[src/rtl/alu_arb_pkg.sv]
// ============================================================================
// Module : alu_arb_pkg
// Brief  : Opcodes, response-slot state type and default widths for the
//          shared-ALU arbiter.
// Rev    : 1.0  initial release
// ============================================================================
`default_nettype none

package alu_arb_pkg;

   localparam int DEFAULT_DATA_W = 32;

   localparam logic [2:0] ALU_ADD = 3'b000;
   localparam logic [2:0] ALU_SLL = 3'b001;
   localparam logic [2:0] ALU_SUB = 3'b010;
   localparam logic [2:0] ALU_NOP = 3'b011;
   localparam logic [2:0] ALU_XOR = 3'b100;
   localparam logic [2:0] ALU_SRL = 3'b101;
   localparam logic [2:0] ALU_OR  = 3'b110;
   localparam logic [2:0] ALU_AND = 3'b111;

   typedef enum logic [0:0] {
      EMPTY = 1'b0,
      FULL  = 1'b1
   } state_t;

endpackage

`default_nettype wire

[src/rtl/alu.sv]
// ============================================================================
// Module : alu
// Brief  : Combinational ALU, DATA_W wide, wrapping arithmetic.
// Rev    : 1.0  initial release
// ============================================================================
`default_nettype none

module alu
   import alu_arb_pkg::*;
#(
   parameter int DATA_W = DEFAULT_DATA_W
) (
   input  logic [DATA_W-1:0] srca,
   input  logic [DATA_W-1:0] srcb,
   input  logic [2:0]        ctrl,
   output logic [DATA_W-1:0] result
);

   // Shift amount is the whole of srcb, so any amount >= DATA_W yields zero.
   always_comb begin
      result = '0;
      case (ctrl)
         ALU_ADD: result = srca + srcb;
         ALU_SLL: result = srca << srcb;
         ALU_SUB: result = srca - srcb;
         ALU_XOR: result = srca ^ srcb;
         ALU_SRL: result = srca >> srcb;
         ALU_OR:  result = srca | srcb;
         ALU_AND: result = srca & srcb;
         default: result = '0;
      endcase
   end

endmodule

`default_nettype wire

[src/rtl/rr_arb2.sv]
// ============================================================================
// Module : rr_arb2
// Brief  : Two-way round-robin grant with priority register.
// Rev    : 1.0  initial release
// ============================================================================
`default_nettype none

module rr_arb2 (
   input  logic clk,
   input  logic rst_n,
   input  logic valid0,
   input  logic valid1,
   input  logic slot_free,
   output logic grant,
   output logic accept
);

   logic prio_q;
   logic prio_d;

   // Contention resolved by prio; otherwise whichever side is valid wins.
   always_comb begin
      grant  = (valid0 && valid1) ? prio_q : valid1;
      accept = slot_free && (valid0 || valid1);
      prio_d = accept ? ~grant : prio_q;
   end

   always_ff @(posedge clk or negedge rst_n) begin
      if (!rst_n) begin
         prio_q <= 1'b0;
      end else begin
         prio_q <= prio_d;
      end
   end

endmodule

`default_nettype wire

[src/rtl/alu_share_arbiter.sv]
// ============================================================================
// Module : alu_share_arbiter
// Brief  : Shares one ALU between two requesters with a one-entry registered
//          response slot. ALU_ARB_STATS_EN adds saturating grant counters.
// Rev    : 1.0  initial release
// ============================================================================
`default_nettype none

module alu_share_arbiter
   import alu_arb_pkg::*;
#(
   parameter int DATA_W = DEFAULT_DATA_W,
   parameter int CNT_W  = 16
) (
   input  logic              clk,
   input  logic              rst_n,
   input  logic              req0_valid,
   output logic              req0_ready,
   input  logic [DATA_W-1:0] req0_srca,
   input  logic [DATA_W-1:0] req0_srcb,
   input  logic [2:0]        req0_ctrl,
   input  logic              req1_valid,
   output logic              req1_ready,
   input  logic [DATA_W-1:0] req1_srca,
   input  logic [DATA_W-1:0] req1_srcb,
   input  logic [2:0]        req1_ctrl,
   output logic              rsp_valid,
   input  logic              rsp_ready,
   output logic              rsp_id,
   output logic [DATA_W-1:0] rsp_result,
   output logic              rsp_zero,
   output logic              rsp_sign
`ifdef ALU_ARB_STATS_EN
   ,
   output logic [CNT_W-1:0]  grant_cnt0,
   output logic [CNT_W-1:0]  grant_cnt1
`endif
);

   if (CNT_W < 1) begin : g_bad_cnt_w
      $error("alu_share_arbiter: CNT_W must be at least 1");
   end

   state_t            state_q,  state_d;
   logic              id_q,     id_d;
   logic [DATA_W-1:0] result_q, result_d;
   logic              zero_q,   zero_d;
   logic              sign_q,   sign_d;

   logic              slot_free;
   logic              grant;
   logic              accept;
   logic [DATA_W-1:0] alu_srca;
   logic [DATA_W-1:0] alu_srcb;
   logic [2:0]        alu_ctrl;
   logic [DATA_W-1:0] alu_result;

   assign slot_free  = (state_q == EMPTY) || rsp_ready;
   assign req0_ready = slot_free && !grant;
   assign req1_ready = slot_free && grant;

   assign alu_srca = grant ? req1_srca : req0_srca;
   assign alu_srcb = grant ? req1_srcb : req0_srcb;
   assign alu_ctrl = grant ? req1_ctrl : req0_ctrl;

   rr_arb2 u_arb (
      .clk       (clk),
      .rst_n     (rst_n),
      .valid0    (req0_valid),
      .valid1    (req1_valid),
      .slot_free (slot_free),
      .grant     (grant),
      .accept    (accept)
   );

   alu #(.DATA_W(DATA_W)) u_alu (
      .srca   (alu_srca),
      .srcb   (alu_srcb),
      .ctrl   (alu_ctrl),
      .result (alu_result)
   );

   // Flags are registered rather than derived so reset can force zero=0.
   always_comb begin
      state_d  = state_q;
      id_d     = id_q;
      result_d = result_q;
      zero_d   = zero_q;
      sign_d   = sign_q;
      if (accept) begin
         state_d  = FULL;
         id_d     = grant;
         result_d = alu_result;
         zero_d   = (alu_result == '0);
         sign_d   = alu_result[DATA_W-1];
      end else if ((state_q == FULL) && rsp_ready) begin
         state_d  = EMPTY;
      end
   end

   always_ff @(posedge clk or negedge rst_n) begin
      if (!rst_n) begin
         state_q  <= EMPTY;
         id_q     <= 1'b0;
         result_q <= '0;
         zero_q   <= 1'b0;
         sign_q   <= 1'b0;
      end else begin
         state_q  <= state_d;
         id_q     <= id_d;
         result_q <= result_d;
         zero_q   <= zero_d;
         sign_q   <= sign_d;
      end
   end

   assign rsp_valid  = (state_q == FULL);
   assign rsp_id     = id_q;
   assign rsp_result = result_q;
   assign rsp_zero   = zero_q;
   assign rsp_sign   = sign_q;

`ifdef ALU_ARB_STATS_EN
   logic [CNT_W-1:0] cnt0_q, cnt0_d;
   logic [CNT_W-1:0] cnt1_q, cnt1_d;

   always_comb begin
      cnt0_d = cnt0_q;
      cnt1_d = cnt1_q;
      if (accept && !grant && (cnt0_q != '1)) cnt0_d = cnt0_q + 1'b1;
      if (accept &&  grant && (cnt1_q != '1)) cnt1_d = cnt1_q + 1'b1;
   end

   always_ff @(posedge clk or negedge rst_n) begin
      if (!rst_n) begin
         cnt0_q <= '0;
         cnt1_q <= '0;
      end else begin
         cnt0_q <= cnt0_d;
         cnt1_q <= cnt1_d;
      end
   end

   assign grant_cnt0 = cnt0_q;
   assign grant_cnt1 = cnt1_q;
`else
`endif

endmodule

`default_nettype wire
[config.mk]
export PLATFORM = sky130hd
export DESIGN_NAME = alu_share_arbiter
export DESIGN_NICKNAME = d
export VERILOG_FILES = /design/src/rtl/alu_arb_pkg.sv /design/src/rtl/alu.sv /design/src/rtl/rr_arb2.sv /design/src/rtl/alu_share_arbiter.sv
export SDC_FILE = /design/constraint.sdc
export NUM_CORES = 1
export LEC_CHECK = 0
export CAP_MARGIN = 20
export CORE_ASPECT_RATIO = 1.5
export CORE_MARGIN = 2
export CORE_UTILIZATION = 38
export DETAILED_ROUTE_END_ITERATION = 8
export SLEW_MARGIN = 0
export SYNTH_ARGS = -nofsm -noshare
export SYNTH_HDL_FRONTEND = slang
export SYNTH_SLANG_ARGS = --single-unit
[constraint.sdc]
create_clock -name clk -period 8.5 [get_ports clk]
set_clock_uncertainty 0.1 [all_clocks]
set_input_delay 1.7 -clock clk [delete_from_list [all_inputs] [get_ports clk]]
set_output_delay 1.7 -clock clk [all_outputs]
set_load 0.01 [all_outputs]
# --- After elaboration in Yosys (flattened, before gate mapping) ---
# Index checks and enable logic that the tools add are counted.
word_totals:
  reg_bits: 37
  in_bits: 139
  wordCells: 39
  out_inout_bits: 38
classes:
  n_reduce_logical: 11
  n_shift: 2
  n_eq_ne: 6
  bitwise_logic: 5
  addsub: 2
  mux: 7
ops:
  columns: ["operator", "count"]
  rows:
  - ["32-bit one-hot mux with 7 select lines", 1]
  - ["32-bit two-way mux", 2]
  - ["32-bit adder", 1]
  - ["32-bit bitwise AND", 1]
  - ["32-bit zero test", 1]
  - ["32-bit bitwise OR", 1]
  - ["32-bit by 32-bit << shifter with 32-bit output", 1]
  - ["32-bit by 32-bit right shift with 32-bit output", 1]
  - ["32-bit subtractor", 1]
  - ["32-bit bitwise XOR", 1]
  - ["3-bit equality test (second input constant)", 4]
  - ["1-bit logical AND", 5]
  - ["3-bit by 1-bit equality test with 1-bit output (second input constant)", 1]
  - ["3-bit by 2-bit equality test with 1-bit output (second input constant)", 1]
  - ["3-bit zero test", 1]
  - ["1-bit two-way mux", 3]
  - ["3-bit two-way mux", 1]
  - ["1-bit logical OR", 2]
  - ["1-bit inverter", 2]
  - ["2-bit nonzero test", 1]
  - ["1-bit zero test", 1]

# --- Depth between registers and ports, before layout ---
depth:
  word_depth: 6
  mapped_depth: 30
  ltp_nobuf: 26

# --- Cells and area by module ---
# A second synthesis with hierarchy kept.
unflattened:
  cells_unflattened: 1363
  area_unflattened_um2: 10293.6
by_module_without_submodules:
  columns: ["mod", "instances", "seq_area_each_um2", "cells_each", "area_per_inst_um2"]
  rows:
  - ["alu", 1, 0.0, 1192, 8047.7]
  - ["alu_share_arbiter", 1, 875.8, 165, 2190.9]
  - ["rr_arb2", 1, 25.0, 6, 55.1]

# --- Worst setup path before layout ---
# No wires, ideal clock.
synth_path:
  kind: "input to register"
  start: "in req0_valid"
  end: "reg zero_q (netlist: rsp_zero)"
  n_path_buf: 9
  slack_ns: 1.031
  t_required_ns: 8.296
  setup_time_ns: 0.104
  t_arrival_ns: 7.266
  stages: 28
  path_cell_list: "nand2b_4 > buf_6 > buf_6 > nand2_4 > buf_2 > buf_4 > buf_6 > buf_2 > buf_2 > buf_1 > buf_1 > nor2_1 > a21oi_1 > inv_1 > ha_1 > a211oi_1 > nor2_1 > or4_1 > a311oi_2 > a21boi_1 > nor3_1 > nor3_1 > a2111oi_0 > nand4bb_1 > or4_1 > nor4_2 > nand4_1 > o41ai_2"
synth_via:
  elab_chain_len: 6
  word_cells_on_any_way: 23
  cone_classes: "2 x add/sub; 6 x eq/ne; 2 x shift; 5 x mux; 3 x bitwise; 5 x reduce/logical"
synth_rtl:
  columns: ["element", "line_no", "rtl"]
  rows:
  - ["start: declaration", "alu_share_arbiter.sv:17", "input logic req0_valid,"]
  - ["1-bit logical AND", "rr_arb2.sv:23", "grant = (valid0 && valid1) ? prio_q : valid1;"]
  - ["1-bit two-way mux", "rr_arb2.sv:23", null]
  - ["32-bit two-way mux, or another cell as far along", "alu_share_arbiter.sv:62", "assign alu_srca = grant ? req1_srca : req0_srca;"]
  - ["32-bit subtractor, or another cell as far along", "alu.sv:25", "ALU_SUB: result = srca - srcb;"]
  - ["32-bit one-hot mux with 7 select lines", "alu.sv:22", "case (ctrl)"]
  - ["32-bit zero test", "alu_share_arbiter.sv:94", "zero_d = (alu_result == '0);"]
  - ["end signal: assignment", "alu_share_arbiter.sv:112", "zero_q <= zero_d;"]
  - ["end: declaration", "alu_share_arbiter.sv:47", "logic zero_q, zero_d;"]
# Several ways; a longest one is shown, not always the timed one.
# A chain may end at the register's enable or synchronous reset.

# --- Worst setup path in the final report ---
# Same ends and word-level chain as after synthesis.

==> results by group <==
Floorplan
  • Die area: between 30000 and 40000 um^2
  • Core area: 31630 um^2
  • # IOs: around 180
  • Horiz. Die Dim: 149.9 um
  • Die height: 222.8 um
  • Cell row count: 80
  • Starting Density: 38.35%

Synthesis
  • Synth top area cells: mux2i_1 11%, ha_1 9.8%, dfrtp_1 7.4%
  • Area leader, netlist: mux2i_1
  • Post-synthesis register bit count: 36
  • Post-synth top area share: 11.14%
  • Unique masters post-synth: between 90 and 100
  • Post-synth EDFFs: 0
  • Post-synth ARST share: 100.0%
  • Syn_area_per_cell: 6.917 um^2
  • Synth warn: 0
  • Register area share after synthesis: 7.426%
  • Dominant synthesized flop cell: dfrtp_1
  • Synthesized area: 12130 um^2
  • Synth top cells by count: 192 x nand2_1, 151 x nor2_1, 140 x o21ai_0
  • Syn Nets: ~2.0k
  • Top-count cell post-synth: nand2_1
  • Post-Syn Instances: 1754

Clock network
  • Worst-path clk slew: 0.06 ns
  • Clock sinks: 36
  • Root Driver: clkbuf_16
  • # H-tree levels: 2
  • CTS Buffer Depth: 2
  • Resized cells post-CTS: 0
  • Total setup buffers inserted after CTS: 0
  • CTS tree: yes
  • Clock Latency Late Sink: 0.28 ns
  • Hold-fix buffers, CTS: 0
  • CTS buffer count: 5

Setup path
  • Capturing point of the worst reg2reg path: rsp_zero$_DFFE_PN0P_
  • WP data required: between 8 and 9 ns
  • R2R Setup Slk: 2.02 ns
  • Worst r2r src: u_arb.prio_q$_DFFE_PN0P_
  • Critical Path Start Type: input pin
  • Critical path class: in2reg
  • Critical path arrival: 8.00 ns
  • CP Capture Type: register
  • CP Max Fanout: 26
  • Crit path launch: req0_valid
  • Reg2reg path depth: 24
  • CP endpoint: rsp_zero$_DFFE_PN0P_

Power
  • Internal: 0.9188 mW
  • Maximum VDD drop: 0.00007694 V
  • Flop pwr share: about an eighth
  • Standby leakage power: 5.990 nW
  • Net Switching: ~1.1 mW
  • Sw Share: 55.40%
  • Power Dens Cells: 143.6 nW/um^2
  • Clk pwr share: 9.0%
  • Comb power frac: 79.2%

Route
  • Via density: 6.604
  • DR DRC count: 0
  • DRT antenna net count: 0
  • WL per Instance: 30.87 um
  • Wirelength, routed: 70530 um
  • DR vias: between 15k and 20k
  • First drt pass iteration count: 5
  • First DRT Iteration DRCs: 1502

GRT
  • Grt ovf: 0
  • Number of global-route vias before repair: 14.92k
  • Global-route usage over all layers: 41.13%
  • Largest net degree at the start of global routing: 75
  • Initial antenna violation count: 3
  • First-pass GRT wire length: 100800 um

Cells and area
  • Fill cells: 3397
  • Layout cells sized above 1: 7.746%
  • Final instance area: 14350 um^2
  • Area Growth Syn to Fin: 18.31%
  • Post-layout nets: roughly 2.1k

Place
  • Place WS: ~0.44 ns
  • Buffers on Ports: 176
  • Routability cong.: approximately 1
  • Dpl hpwl: 58080 um
  • Placed cell area: 14180 um^2

Timing
  • Rel. slew slack: roughly a quarter
  • RSZ-0062 raised after global routing: false
  • Fin Setup TNS: 0 ns
  • Period utilisation layout: 93.15%
  • Worst Slack Setup Final: ~0.58 ns
  • Max Freq: 126.3 MHz
  • Slew @ Worst Pin: 1.098 ns
  • Final setup viols: 0
  • Final Critical Period: 7.918 ns
  • Final-report max-slew violation count: 0
  • Worst hold slack: ~0.38 ns
  • Final Hold Fails: 0

Status
  • Status: finished clean

Flow run
  • Max-Cap Viols: 0

Min path
  • HP Class: reg2reg
## worst max-delay path: stages
cell,delay (ns)
clkdlybuf4s50_1,0.60
nor2b_2,0.26
buf_4,0.23
o21ai_1,0.28
and4_1,0.52
and4_1,0.40
nor2_1,0.08
xnor2_1,0.13
ha_1,0.39
a211oi_1,0.23
nor2_1,0.09
or4_1,0.43
a311oi_2,0.34
a21boi_1,0.16
nor3_1,0.16
nor3_1,0.13
a2111oi_0,0.53
buf_4,0.22
nand4bb_1,0.09
or4_1,0.43
nor4_2,0.15
nand4_1,0.14
o41ai_2,0.29
## final cells by class
cell class,instances,area (um^2),area share [%]
clock inverters,1,7.507,0.05231
repair buffers,237,2205,15.36
flip-flops and latches,36,900.9,6.277
inverters,88,332.8,2.319
multi-input cells,1503,10240,71.37
clock buffers,7,142.6,0.9938
diodes,3,7.507,0.05231
well taps,410,513.0,3.574
## placed cells by master, fill, tap and decap left out, types with 30 or more instances in the layout
cell type and n:
a211oi_1 41, a21oi_1 98, buf_4 60, clkdlybuf4s50_1 172
dfrtp_1 36, ha_1 95, inv_1 82, mux2_2 35
mux2i_1 135, nand2_1 192, nand3_1 55, nand4_1 37
nor2_1 150, nor3_1 45, o211ai_1 46, o21ai_0 140
o21ai_1 30, xnor2_1 37
## cells by family (layout without fill, tap and decap cells)
family,Yosys count,in the layout,share of synthesized area (%)
buffers and inverters,215,333,8.375
other,0,3,0
adder cells (fa/ha/maj),96,96,9.963
multiplexers,175,175,15.31
AO/OA/AOI/OAI,567,567,30.99
AND/OR/NAND/NOR,619,619,24.62
flip-flops,36,36,7.426
XOR/XNOR,46,46,3.321
## power by group through the flow
stage / Sequential (mW) / Combinational, mW / Clock (mW)
global route: 0.247 / 1.72 / 0.196
floorplan: 0.258 / 0.908 / 0
global placement: 0.243 / 1.58 / 0
detailed placement: 0.245 / 1.58 / 0
finish: 0.243 / 1.63 / 0.186
CTS: 0.243 / 1.59 / 0.187
## stage by stage
step	std cells	util, %	power (mW)
finish	2285	45.38	2.060
global route	2285	45.38	2.160
global placement	2273	44.84	1.822
floorplan	1754	-	1.166
CTS	2281	45.31	2.019
detailed placement	2273	44.84	1.828
## state kept, by name (all words and copies together), names as in the netlist
name and count:
u_arb.prio_q 1, rsp_valid 1, rsp_id 1, rsp_zero 1, rsp_result 32
## routing by layer
metal / vias up / GRT usage [%] / share of wire [%]
li1: 6815 / - / -
met1: 7238 / 45.36 / 36
met2: 779 / 69.41 / 48
met3: 258 / 5.606 / 6.0
met4: 0 / 33.38 / 10
met5: - / 0 / 0
## worst min path at each step
stage	slack (ns)	from	cells after the start	endpoint
after global routing	0.39	rsp_id$_DFFE_PN0P_	1	rsp_id$_DFFE_PN0P_
after detailed placement	0.37	rsp_result[11]$_DFFE_PN0P_	2	rsp_result[11]$_DFFE_PN0P_
final	0.38	rsp_result[23]$_DFFE_PN0P_	2	rsp_result[23]$_DFFE_PN0P_
after floorplan	0.39	u_arb.prio_q$_DFFE_PN0P_	2	u_arb.prio_q$_DFFE_PN0P_
after global placement	0.36	rsp_result[11]$_DFFE_PN0P_	2	rsp_result[11]$_DFFE_PN0P_
after CTS	0.38	rsp_result[11]$_DFFE_PN0P_	2	rsp_result[11]$_DFFE_PN0P_
No activity file was read; power rests on OpenSTA's default activity.
